File: src/rtl/result_presenter_pkg.sv
// +----------------------------------------------------------------------+
// | result_presenter_pkg                                                 |
// | Shared state encoding, debounce default and seven-segment patterns.  |
// | Revision: 1.0                                                        |
// +----------------------------------------------------------------------+
`default_nettype none

package result_presenter_pkg;

  localparam int DEB_CYCLES_DEFAULT = 1000;
  localparam int WORD_W             = 16;

  localparam logic [1:0] ST_IDLE   = 2'd0;
  localparam logic [1:0] ST_SHOW_G = 2'd1;
  localparam logic [1:0] ST_SHOW_H = 2'd2;
  localparam logic [1:0] ST_ACK    = 2'd3;

  // Active-low gfedcba patterns, entry [n] is hex digit n.
  localparam logic [15:0][6:0] SEG_TABLE = {
    7'h0E, 7'h06, 7'h21, 7'h46, 7'h03, 7'h08, 7'h10, 7'h00,
    7'h78, 7'h02, 7'h12, 7'h19, 7'h30, 7'h24, 7'h79, 7'h40
  };

endpackage

`default_nettype wire

File: src/rtl/result_presenter_hex7seg.sv
// +----------------------------------------------------------------------+
// | hex7seg                                                              |
// | One hex nibble to an active-low gfedcba seven-segment pattern.       |
// | Revision: 1.0                                                        |
// +----------------------------------------------------------------------+
`default_nettype none

module hex7seg
  import result_presenter_pkg::*;
(
  input  logic [3:0] nibble,
  output logic [6:0] seg
);

  assign seg = SEG_TABLE[nibble];

endmodule

`default_nettype wire

File: src/rtl/result_presenter.sv
// +----------------------------------------------------------------------+
// | result_presenter                                                     |
// | Latches g/h on done, steps g -> h -> ack on debounced key presses.   |
// | Optional macro PRESENTER_PARITY_EN adds a registered parity output.  |
// | Revision: 1.0                                                        |
// +----------------------------------------------------------------------+
`default_nettype none

module result_presenter
  import result_presenter_pkg::*;
#(
  parameter int DEB_CYCLES = DEB_CYCLES_DEFAULT
) (
  input  logic              CLOCK_50,
  input  logic              rst,
  input  logic              key_n,
  input  logic              done,
  input  logic [WORD_W-1:0] g,
  input  logic [WORD_W-1:0] h,
  output logic              ack,
  output logic              valid,
  output logic              sel_h,
  output logic [WORD_W-1:0] show,
  output logic [6:0]        hex0,
  output logic [6:0]        hex1,
  output logic [6:0]        hex2,
`ifdef PRESENTER_PARITY_EN
  output logic              parity,
`endif
  output logic [6:0]        hex3
);

  localparam int               CNT_W    = $clog2(DEB_CYCLES + 1);
  localparam logic [CNT_W-1:0] DEB_LAST = CNT_W'(DEB_CYCLES - 1);

  logic              key_sync1_q, key_sync2_q;
  logic              key_db_q, key_db_d;
  logic [CNT_W-1:0]  deb_cnt_q, deb_cnt_d;
  logic              press_q, press_d;
  logic [1:0]        state_q, state_d;
  logic [WORD_W-1:0] g_lat_q, g_lat_d, h_lat_q, h_lat_d;
  logic [WORD_W-1:0] show_q, show_d;
  logic              ack_q, ack_d, valid_q, valid_d, sel_h_q, sel_h_d;
`ifdef PRESENTER_PARITY_EN
  logic              parity_q, parity_d;
`endif

  always_ff @(posedge CLOCK_50 or negedge rst) begin
    if (!rst) begin
      key_sync1_q <= 1'b1;
      key_sync2_q <= 1'b1;
      key_db_q    <= 1'b1;
      deb_cnt_q   <= '0;
      press_q     <= 1'b0;
      state_q     <= ST_IDLE;
      g_lat_q     <= '0;
      h_lat_q     <= '0;
      show_q      <= '0;
      ack_q       <= 1'b0;
      valid_q     <= 1'b0;
      sel_h_q     <= 1'b0;
`ifdef PRESENTER_PARITY_EN
      parity_q    <= 1'b0;
`endif
    end else begin
      key_sync1_q <= key_n;
      key_sync2_q <= key_sync1_q;
      key_db_q    <= key_db_d;
      deb_cnt_q   <= deb_cnt_d;
      press_q     <= press_d;
      state_q     <= state_d;
      g_lat_q     <= g_lat_d;
      h_lat_q     <= h_lat_d;
      show_q      <= show_d;
      ack_q       <= ack_d;
      valid_q     <= valid_d;
      sel_h_q     <= sel_h_d;
`ifdef PRESENTER_PARITY_EN
      parity_q    <= parity_d;
`endif
    end
  end

  // Debounced level flips only after DEB_CYCLES consecutive disagreeing samples.
  always_comb begin
    key_db_d  = key_db_q;
    deb_cnt_d = '0;
    if (key_sync2_q != key_db_q) begin
      if (deb_cnt_q == DEB_LAST) begin
        key_db_d = key_sync2_q;
      end else begin
        deb_cnt_d = deb_cnt_q + 1'b1;
      end
    end
    press_d = key_db_q & ~key_db_d;
  end

  always_comb begin
    state_d = state_q;
    g_lat_d = g_lat_q;
    h_lat_d = h_lat_q;
    case (state_q)
      ST_IDLE: begin
        if (done) begin
          g_lat_d = g;
          h_lat_d = h;
          state_d = ST_SHOW_G;
        end
      end
      ST_SHOW_G: if (press_q) state_d = ST_SHOW_H;
      ST_SHOW_H: if (press_q) state_d = ST_ACK;
      ST_ACK:    if (!done)   state_d = ST_IDLE;
      default:   state_d = ST_IDLE;
    endcase
  end

  // Outputs are decoded from the next state so they register alongside it.
  always_comb begin
    show_d  = '0;
    ack_d   = 1'b0;
    valid_d = 1'b0;
    sel_h_d = 1'b0;
    case (state_d)
      ST_SHOW_G: begin
        valid_d = 1'b1;
        show_d  = g_lat_d;
      end
      ST_SHOW_H: begin
        valid_d = 1'b1;
        sel_h_d = 1'b1;
        show_d  = h_lat_d;
      end
      ST_ACK:  ack_d = 1'b1;
      default: ;
    endcase
`ifdef PRESENTER_PARITY_EN
    parity_d = ~^show_d;
`endif
  end

  logic [3:0][6:0] hex_w;

  for (genvar i = 0; i < 4; i++) begin : g_hex
    hex7seg u_hex7seg (
      .nibble (show_q[4*i +: 4]),
      .seg    (hex_w[i])
    );
  end

  assign ack   = ack_q;
  assign valid = valid_q;
  assign sel_h = sel_h_q;
  assign show  = show_q;
  assign hex0  = hex_w[0];
  assign hex1  = hex_w[1];
  assign hex2  = hex_w[2];
  assign hex3  = hex_w[3];
`ifdef PRESENTER_PARITY_EN
  assign parity = parity_q;
`endif

endmodule

`default_nettype wire

File: config.mk
export PLATFORM = sky130hd
export DESIGN_NAME = result_presenter
export DESIGN_NICKNAME = d
export VERILOG_FILES = /design/src/rtl/result_presenter_pkg.sv /design/src/rtl/result_presenter_hex7seg.sv /design/src/rtl/result_presenter.sv
export SDC_FILE = /design/constraint.sdc
export NUM_CORES = 1
export LEC_CHECK = 0
export BUFFER_PORTS_ARGS = -buffer_cell sky130_fd_sc_hd__buf_4
export CORE_UTILIZATION = 40
export DETAILED_ROUTE_END_ITERATION = 8
export MAX_ROUTING_LAYER = met4
export SKIP_CTS_REPAIR_TIMING = 1
export SLEW_MARGIN = 20
export SYNTH_ARGS = -nofsm -noshare
export SYNTH_HDL_FRONTEND = slang
export SYNTH_HIERARCHICAL = 1
export SYNTH_SLANG_ARGS = --single-unit
File: constraint.sdc
create_clock -name CLOCK_50 -period 2.2 [get_ports CLOCK_50]
set_input_delay 0.33 -clock CLOCK_50 [delete_from_list [all_inputs] [get_ports CLOCK_50]]
set_output_delay 0.33 -clock CLOCK_50 [all_outputs]
set_load 0.01 [all_outputs]
==> results_tabular.tex, run 1 <==
\begin{tabular}{lr}
\hline
Metric & Value \\
\hline
\multicolumn{2}{l}{\textbf{Final layout}} \\
\quad Share of layout cells above drive strength 1 & 0.441 \\
\quad Layout net count & 473 \\
\quad Final antenna diode count & 0 \\
\quad P\&R area growth vs syn & 27.2\% \\
\quad Share of the core filled with cells in the final layout & 0.535 \\
\multicolumn{2}{l}{\textbf{Yosys}} \\
\quad Per-instance average area after synthesis & 11.9 um\^{}2 \\
\quad Main synth FF type & sky130\_fd\_sc\_hd\_\_dfrtp\_1 \\
\quad Fraction of synthesized cell area in xor and xnor cells & 0.0141 \\
\quad Complex-gate fraction of the synthesized area & 0.120 \\
\quad Yosys cell types & 42 \\
\quad Synth Area in Adders & 0.108 \\
\quad Number of synthesized flops with an enable pin & 0 \\
\quad Fraction of registers with async set/reset & 1.00 \\
\quad Multiplexer area fraction after synthesis & 0.169 \\
\quad Sequential cell area fraction in the yosys report & 0.452 \\
\quad Combinational family with the most area after synthesis & multiplexers \\
\quad Netlist area before placement & 3720 um\^{}2 \\
\quad Yosys Warn Count & 6 \\
\quad Fraction of the mapped netlist area in simple logic gates & 0.0891 \\
\quad Count of mapped cells out of synthesis & approximately 310 \\
\quad Number of synthesized register bits & 67 \\
\quad Net count after synthesis & 381 \\
\multicolumn{2}{l}{\textbf{Run status}} \\
\quad Status & finished, violations left \\
\quad Violated checks & design-rule violations \\
\multicolumn{2}{l}{\textbf{Die}} \\
\quad Height of the die & 98.4 um \\
\quad Die Wd & 98.4 um \\
\quad Overall die area & 9690 um\^{}2 \\
\quad Starting utilization of the core area & 0.420 \\
\quad Floorplan row count & 34 \\
\quad Io pins & 83 \\
\quad Core Box Area & 8850 um\^{}2 \\
\multicolumn{2}{l}{\textbf{STA}} \\
\quad Worst Skew & 9.27 ps \\
\quad Total count of max-transition violations in the final report & 0 \\
\quad Final Hold Violating Endpoints & 0 \\
\quad Worst hold-check slack & 89.1 ps \\
\quad Slew margin rel. & 0.448 \\
\quad Unrepaired setup endpoints after global routing & true \\
\quad Final setup vio count & 0 \\
\quad Setup TNS after final layout & 0 ps \\
\quad Time the final worst path needs with I/O delays and setup & approximately 2100 ps \\
\quad Tightest Pin Transition & 828 ps \\
\quad Part of the cycle the worst path needs & 0.969 \\
\quad Maximum clock frequency & 469 MHz \\
\multicolumn{2}{l}{\textbf{Power}} \\
\quad Total power density per cell area & around 600 nW/um\^{}2 \\
\quad Sw Pwr & 683 uW \\
\quad Comb pwr share & 0.151 \\
\quad Clock network power share & 0.369 \\
\quad Worst vdd rail ir drop & 0.395 mV \\
\quad Share of power burned in registers & 0.480 \\
\quad Sw Share & 0.245 \\
\quad Standby leakage power & 0.00223 uW \\
\quad Internal power summed over all cells & between 2000 and 2500 uW \\
\multicolumn{2}{l}{\textbf{Global routing}} \\
\quad Wire length of the first global-routing pass & between 10000 and 15000 um \\
\quad Total global routing track utilization & 0.171 \\
\quad GRT Residual Overflow & 0 \\
\quad Vias in the first global route & around 2600 \\
\quad Pin count of the biggest net entering global routing & just under 70 \\
\quad Number of antenna violations at the first check in global routing & 0 \\
\multicolumn{2}{l}{\textbf{Detailed routing}} \\
\quad Iteration-0 DRC Markers & 106 \\
\quad Via-per-instance ratio & 5.15 \\
\quad Drc violations & 8 \\
\quad Routed length per instance & approximately 15 um \\
\quad Antenna Violating Nets Remaining & 0 \\
\quad Pre-antenna DRT Iters & 8 \\
\quad Total number of vias & about 2700 \\
\quad Final WL & 7740 um \\
\multicolumn{2}{l}{\textbf{Worst setup path}} \\
\quad Endpoint class of the critical path & primary output \\
\quad CP Data Arrival Time & 1800 ps \\
\quad Data required, critical path & roughly 1900 ps \\
\quad Peak fanout along the critical path & 4 \\
\quad Worst setup SP type & register \\
\quad Setup Crit Path Kind & reg2out \\
\multicolumn{2}{l}{\textbf{Placed design}} \\
\quad Dpl hpwl & 5410 um \\
\quad Number of port buffers & 82 \\
\quad Gp weighted congestion & just over 0.8 \\
\multicolumn{2}{l}{\textbf{CTS}} \\
\quad Clock tree from TritonCTS & built \\
\quad Clk Latency, worst-skew pair & 340 ps \\
\quad Buffers from clock root to sink, at most & 2 \\
\quad Post-CTS clock slew at the launch and capture registers of the worst setup and hold paths & 70 ps \\
\quad Number of buffers created by CTS & 9 \\
\quad Clock net sink count & 67 \\
\quad Depth of the CTS H-tree & 3 \\
\quad Clock root buffer master & sky130\_fd\_sc\_hd\_\_clkbuf\_8 \\
\multicolumn{2}{l}{\textbf{Min path}} \\
\quad Type of the worst min-delay path & in2async \\
\multicolumn{2}{l}{\textbf{Flow run}} \\
\quad Max-cap violation count & 0 \\
\hline
\end{tabular}
==> Yosys cell counts (6+ instances only) <==
cell type	instances	share of area
sky130_fd_sc_hd__a21oi_1	6	0.0081
sky130_fd_sc_hd__a32o_1	19	0.051
sky130_fd_sc_hd__buf_6	6	0.018
sky130_fd_sc_hd__dfrtp_1	64	0.43
sky130_fd_sc_hd__ha_1	32	0.11
sky130_fd_sc_hd__nand2_1	13	0.013
sky130_fd_sc_hd__mux2_2	36	0.11
sky130_fd_sc_hd__nor2_1	30	0.030
sky130_fd_sc_hd__mux2i_1	13	0.035
sky130_fd_sc_hd__nand3_1	6	0.0081
sky130_fd_sc_hd__a22o_1	6	0.014
sky130_fd_sc_hd__o21ai_0	13	0.017
sky130_fd_sc_hd__inv_1	15	0.015
==> power by group through the flow <==
stage               combinational [uW]  clock (uW)  sequential [uW]
floorplan                          223           0             1340
global placement                   394           0             1360
detailed placement                 399           0             1360
CTS                                400        1060             1340
global route                       463        1120             1350
finish                             421        1030             1340
==> cell families (layout without fill, tap and decap cells) <==
logic type | count (synthesis) | in the layout
DFF | 67 | 67
and+or+nand+nor | 64 | 64
AOI/OAI and AO/OA | 59 | 59
muxes | 53 | 53
adders and majority gates | 32 | 32
buffers and inverters | 32 | 129
xor gates and xnor gates | 6 | 6
==> cell type report <==
| cell class | instances | area (um^2) |
|---|---|---|
| Clock buffer | 12 | 155 |
| Clock inverter | 4 | 50.0 |
| Fill cell | 789 | 4120 |
| Inverter | 16 | 70.1 |
| Multi-Input combinational cell | 214 | 1890 |
| Sequential cell | 67 | 1690 |
| Tap cell | 108 | 135 |
| Timing Repair Buffer | 97 | 741 |
==> state kept, by name, indices dropped and copies added (netlist names) <==
register	cells
ack	1
deb_cnt_q	10
g_lat_q	16
h_lat_q	16
key_db_q	1
key_sync1_q	1
key_sync2_q	1
press_q	1
sel_h	1
show	16
state_q	2
valid	1
==> stage by stage <==
step                worst slack, ps  total power, uW  std cells  cell area (um^2)
detailed placement              231             1760        493              4400
finish                         67.3             2790        518              4730
CTS                            -152             2800        509              4600
global route                  -23.4             2930        518              4730
global placement                318             1750        493              4400
floorplan                       301             1570        313              3720
==> critical path, cell delays in order, from the launching register on <==
cell and delay [ps]:
sky130_fd_sc_hd__dfrtp_2 390, sky130_fd_sc_hd__inv_1 100, sky130_fd_sc_hd__ha_1 300, sky130_fd_sc_hd__inv_1 50, sky130_fd_sc_hd__mux4_2 470, sky130_fd_sc_hd__buf_4 160
==> final timing paths <==
kind                             start           to  slack, ps  depth (start not counted)
max                            show[4]      hex1[3]         70                          5
min                                rst   h_lat_q[8]         90                          1
max reg2reg                 state_q[0]     show[14]        300                          6
min reg2reg                key_sync1_q  key_sync2_q        360                          0
max in group asynchronous          rst      show[4]       1520                          1
min in group CLOCK_50            key_n  key_sync1_q         90                          1
==> layout by cell type (no fill, tap or decap), drive strengths merged, types with 4 or more instances in the layout <==
cell type / n
inv: 15
mux2: 37
dfrtp: 64
buf: 97
nor2: 30
clkbuf: 12
mux2i: 13
o21ai: 15
ha: 32
a22o: 6
a21oi: 6
a32o: 19
nand3: 6
xnor2: 4
nand2: 13
==> per-layer routing <==
metal  global-route usage  wire length [um]  vias up
met5                    -                 0        -
met3               0.0454               372        9
li1                     -                 -     1298
met2                0.269              3700       64
met1                0.219              3590     1295
met4               0.0448                78        0
No activity file was read; power rests on OpenSTA's default activity.
==> run 2, diff against run 1 <==
- ABC_AREA: unset -> 1
- GPL_ROUTABILITY_DRIVEN: unset -> 0
==> run 2 against run 1 <==
The run now ends clean; final cell count is 47% higher; flip-flop and latch count is the same; register-to-register slack got worse by 30 ps; count of clock-buffer cells in the layout down 3; die area up 12%; global-route usage is 0.88 points higher; hold slack gained 9.1 ps; power increased by 81%; critical path type unchanged; critical endpoint is now hex0[3]; largest cell class unchanged.
==> results_tabular.tex, run 2 <==
\begin{tabular}{lr}
\hline
Metric & Value \\
\hline
\multicolumn{2}{l}{\textbf{Worst setup path}} \\
\quad Reg-to-reg startpoint & state\_q[1] \\
\quad Data required, critical path & between 1500 and 2000 ps \\
\quad Capture point of the critical path & hex0[3] \\
\quad Setup Crit Path Kind & reg2out \\
\quad CP Data Arrival Time & approximately 1700 ps \\
\quad Peak fanout along the critical path & 6 \\
\quad Crit path from & show[0] \\
\quad Register-to-register setup slack & about 270 ps \\
\quad Endpoint class of the critical path & primary output \\
\quad Worst setup SP type & register \\
\quad Capture point of the worst reg-to-reg path & show[3] \\
\quad FF-to-FF path depth & 8 \\
\multicolumn{2}{l}{\textbf{STA}} \\
\quad Setup TNS after final layout & 0 ps \\
\quad Slew margin rel. & 0.524 \\
\quad Part of the cycle the worst path needs & 0.906 \\
\quad Final Hold Violating Endpoints & 0 \\
\quad Final setup vio count & 0 \\
\quad Worst Skew & 10.6 ps \\
\quad Time the final worst path needs with I/O delays and setup & roughly 2000 ps \\
\quad Total count of max-transition violations in the final report & 0 \\
\quad Tightest Pin Transition & around 710 ps \\
\quad Maximum clock frequency & 502 MHz \\
\quad Unrepaired setup endpoints after global routing & false \\
\multicolumn{2}{l}{\textbf{Yosys}} \\
\quad Netlist area before placement & 4180 um\^{}2 \\
\quad Main synth FF type & sky130\_fd\_sc\_hd\_\_dfrtp\_1 \\
\quad Number of synthesized register bits & 67 \\
\quad Yosys Warn Count & 6 \\
\quad Leading cell types by count after synthesis & 131 x sky130\_fd\_sc\_hd\_\_nand2\_1, 93 x sky130\_fd\_sc\_hd\_\_nand3\_1, 84 x sky130\_fd\_sc\_hd\_\_inv\_1 \\
\quad Number of synthesized flops with an enable pin & 0 \\
\quad Yosys cell types & 26 \\
\quad Count of mapped cells out of synthesis & 546 \\
\quad Sequential cell area fraction in the yosys report & 0.402 \\
\quad Top area cells in the synthesized netlist & sky130\_fd\_sc\_hd\_\_dfrtp\_1 38\%, sky130\_fd\_sc\_hd\_\_nand2\_1 12\%, sky130\_fd\_sc\_hd\_\_nand3\_1 11\% \\
\quad Most common cell in the netlist & sky130\_fd\_sc\_hd\_\_nand2\_1 \\
\quad Net count after synthesis & 614 \\
\quad Cell taking the most area after synthesis & sky130\_fd\_sc\_hd\_\_dfrtp\_1 \\
\quad Fraction of registers with async set/reset & 1.00 \\
\quad Per-instance average area after synthesis & 7.66 um\^{}2 \\
\quad Portion of synthesized cell area occupied by the leading cell type & 0.383 \\
\multicolumn{2}{l}{\textbf{Die}} \\
\quad Die Wd & 104 um \\
\quad Io pins & 83 \\
\quad Core Box Area & 9950 um\^{}2 \\
\quad Overall die area & approximately 11000 um\^{}2 \\
\quad Floorplan row count & 36 \\
\quad Starting utilization of the core area & 0.420 \\
\quad Height of the die & between 100 and 150 um \\
\multicolumn{2}{l}{\textbf{Power}} \\
\quad Total power density per cell area & approximately 1000 nW/um\^{}2 \\
\quad Clock network power share & 0.179 \\
\quad Sw Pwr & approximately 2000 uW \\
\quad Internal power summed over all cells & 3030 uW \\
\quad Comb pwr share & 0.455 \\
\quad Worst vdd rail ir drop & 0.413 mV \\
\quad Sw Share & 0.401 \\
\quad Post-layout total power & 5060 uW \\
\quad Share of power burned in registers & 0.366 \\
\quad Standby leakage power & 0.00273 uW \\
\multicolumn{2}{l}{\textbf{Detailed routing}} \\
\quad Total number of vias & 3569 \\
\quad Iteration-0 DRC Markers & 148 \\
\quad Routed length per instance & 12.0 um \\
\quad Via-per-instance ratio & between 4 and 5 \\
\quad Antenna Violating Nets Remaining & 0 \\
\quad Pre-antenna DRT Iters & 4 \\
\quad Final WL & 9110 um \\
\quad Drc violations & 0 \\
\multicolumn{2}{l}{\textbf{Global routing}} \\
\quad Wire length of the first global-routing pass & 15500 um \\
\quad Number of antenna violations at the first check in global routing & 0 \\
\quad Total global routing track utilization & 0.179 \\
\quad GRT Residual Overflow & 0 \\
\quad Pin count of the biggest net entering global routing & 38 \\
\quad Vias in the first global route & between 3000 and 4000 \\
\multicolumn{2}{l}{\textbf{CTS}} \\
\quad Clock tree from TritonCTS & built \\
\quad Buffers from clock root to sink, at most & 2 \\
\quad Clock root buffer master & sky130\_fd\_sc\_hd\_\_clkbuf\_8 \\
\quad Post-CTS clock slew at the launch and capture registers of the worst setup and hold paths & 70 ps \\
\quad Depth of the CTS H-tree & 3 \\
\quad Clk Latency, worst-skew pair & around 340 ps \\
\quad Clock net sink count & 67 \\
\quad Number of buffers created by CTS & 9 \\
\multicolumn{2}{l}{\textbf{Run status}} \\
\quad Status & finished clean \\
\multicolumn{2}{l}{\textbf{Final layout}} \\
\quad Number of filler cells placed in the layout & 1000 \\
\quad Post-route standard cell area excluding fillers & 5040 um\^{}2 \\
\quad Final antenna diode count & 0 \\
\quad Layout net count & 691 \\
\quad Most frequent standard cell in the layout excluding fill and tap cells & sky130\_fd\_sc\_hd\_\_nand2\_1 \\
\quad Most used cells in the layout excluding fill and tap cells & 131 x sky130\_fd\_sc\_hd\_\_nand2\_1, 93 x sky130\_fd\_sc\_hd\_\_nand3\_1, 89 x sky130\_fd\_sc\_hd\_\_buf\_4, 84 x sky130\_fd\_sc\_hd\_\_inv\_1, 64 x sky130\_fd\_sc\_hd\_\_dfrtp\_1 \\
\quad P\&R area growth vs syn & 20.6\% \\
\quad Share of layout cells above drive strength 1 & 0.186 \\
\quad Share of the core filled with cells in the final layout & 0.507 \\
\multicolumn{2}{l}{\textbf{Flow run}} \\
\quad Max-cap violation count & 0 \\
\multicolumn{2}{l}{\textbf{Min path}} \\
\quad Startpoint of the lowest-slack hold path & key\_n \\
\quad Type of the worst min-delay path & in2reg \\
\multicolumn{2}{l}{\textbf{Placed design}} \\
\quad Dpl hpwl & 6500 um \\
\quad Number of port buffers & 82 \\
\quad Cell area after placement & 4860 um\^{}2 \\
\hline
\end{tabular}
## run 2: cell types whose count changed after synthesis, sizes merged, moves of 19 or more
cell / before / now
a32o: 19 / 0
and2: 0 / 32
nand2: 13 / 132
inv: 15 / 88
nand3: 6 / 93
mux2: 37 / 0
## run 2: worst min path at each step
stage	to	slack, ps	depth (start not counted)
floorplan	ack	30	0
global placement	deb_cnt_q[8]	340	1
detailed placement	deb_cnt_q[8]	330	1
CTS	deb_cnt_q[8]	-40	1
global route	key_sync1_q	70	1
finish	key_sync1_q	100	1
## run 2: layout make-up
| class | count | area [um^2] | share of cell area |
|---|---|---|---|
| Clock buffer | 9 | 124 | 0.0246 |
| Clock inverter | 7 | 52.6 | 0.0104 |
| Inverter | 88 | 330 | 0.0655 |
| Multi-Input combinational cell | 367 | 2010 | 0.399 |
| Sequential cell | 67 | 1680 | 0.333 |
| Tap cell | 133 | 166 | 0.0330 |
| Timing Repair Buffer | 90 | 678 | 0.134 |
## run 2: per-layer routing
metal | wire [um] | vias to the layer above | track usage
met3 | 361 | 6 | 0.0414
met4 | 58 | 0 | 0.0347
met2 | 4240 | 78 | 0.281
met5 | 0 | - | -
met1 | 4450 | 1629 | 0.239
li1 | - | 1856 | -
## run 2: kinds of logic (layout without fill, tap and decap cells)
group,count (synthesis),count (layout),synth area share
buf+inv,112,194,0.117
xor+xnor,3,3,0.00628
compound gates,34,34,0.0446
fa+ha+maj,32,32,0.0957
simple gates,298,298,0.334
flops,67,67,0.402
## run 2: worst max-delay path: stages, from the launching register on
cell and delay (ps):
sky130_fd_sc_hd__dfrtp_1 460, sky130_fd_sc_hd__inv_1 150, sky130_fd_sc_hd__ha_1 330, sky130_fd_sc_hd__inv_1 60
sky130_fd_sc_hd__nand2_1 50, sky130_fd_sc_hd__nand2_1 80, sky130_fd_sc_hd__nand2_1 50, sky130_fd_sc_hd__nand2_1 50
sky130_fd_sc_hd__buf_4 110
## run 2: through the flow
step | setup slack (ps) | hold WS, ps | std cells
floorplan | 307 | 34.4 | 546
global placement | 381 | 337 | 744
detailed placement | 260 | 332 | 744
CTS | 199 | -38.0 | 760
global route | 8.54 | 67.0 | 761
finish | 208 | 98.2 | 761
## run 2: power groups by stage
stage	Sequential, uW	Clock [uW]	Combinational (uW)
6_report	1850	905	2300
5_1_grt	1910	999	2600
4_1_cts	1850	936	2320
3_5_place_dp	1880	0	2310
3_3_place_gp	1870	0	2280
2_1_floorplan	1760	0	1540
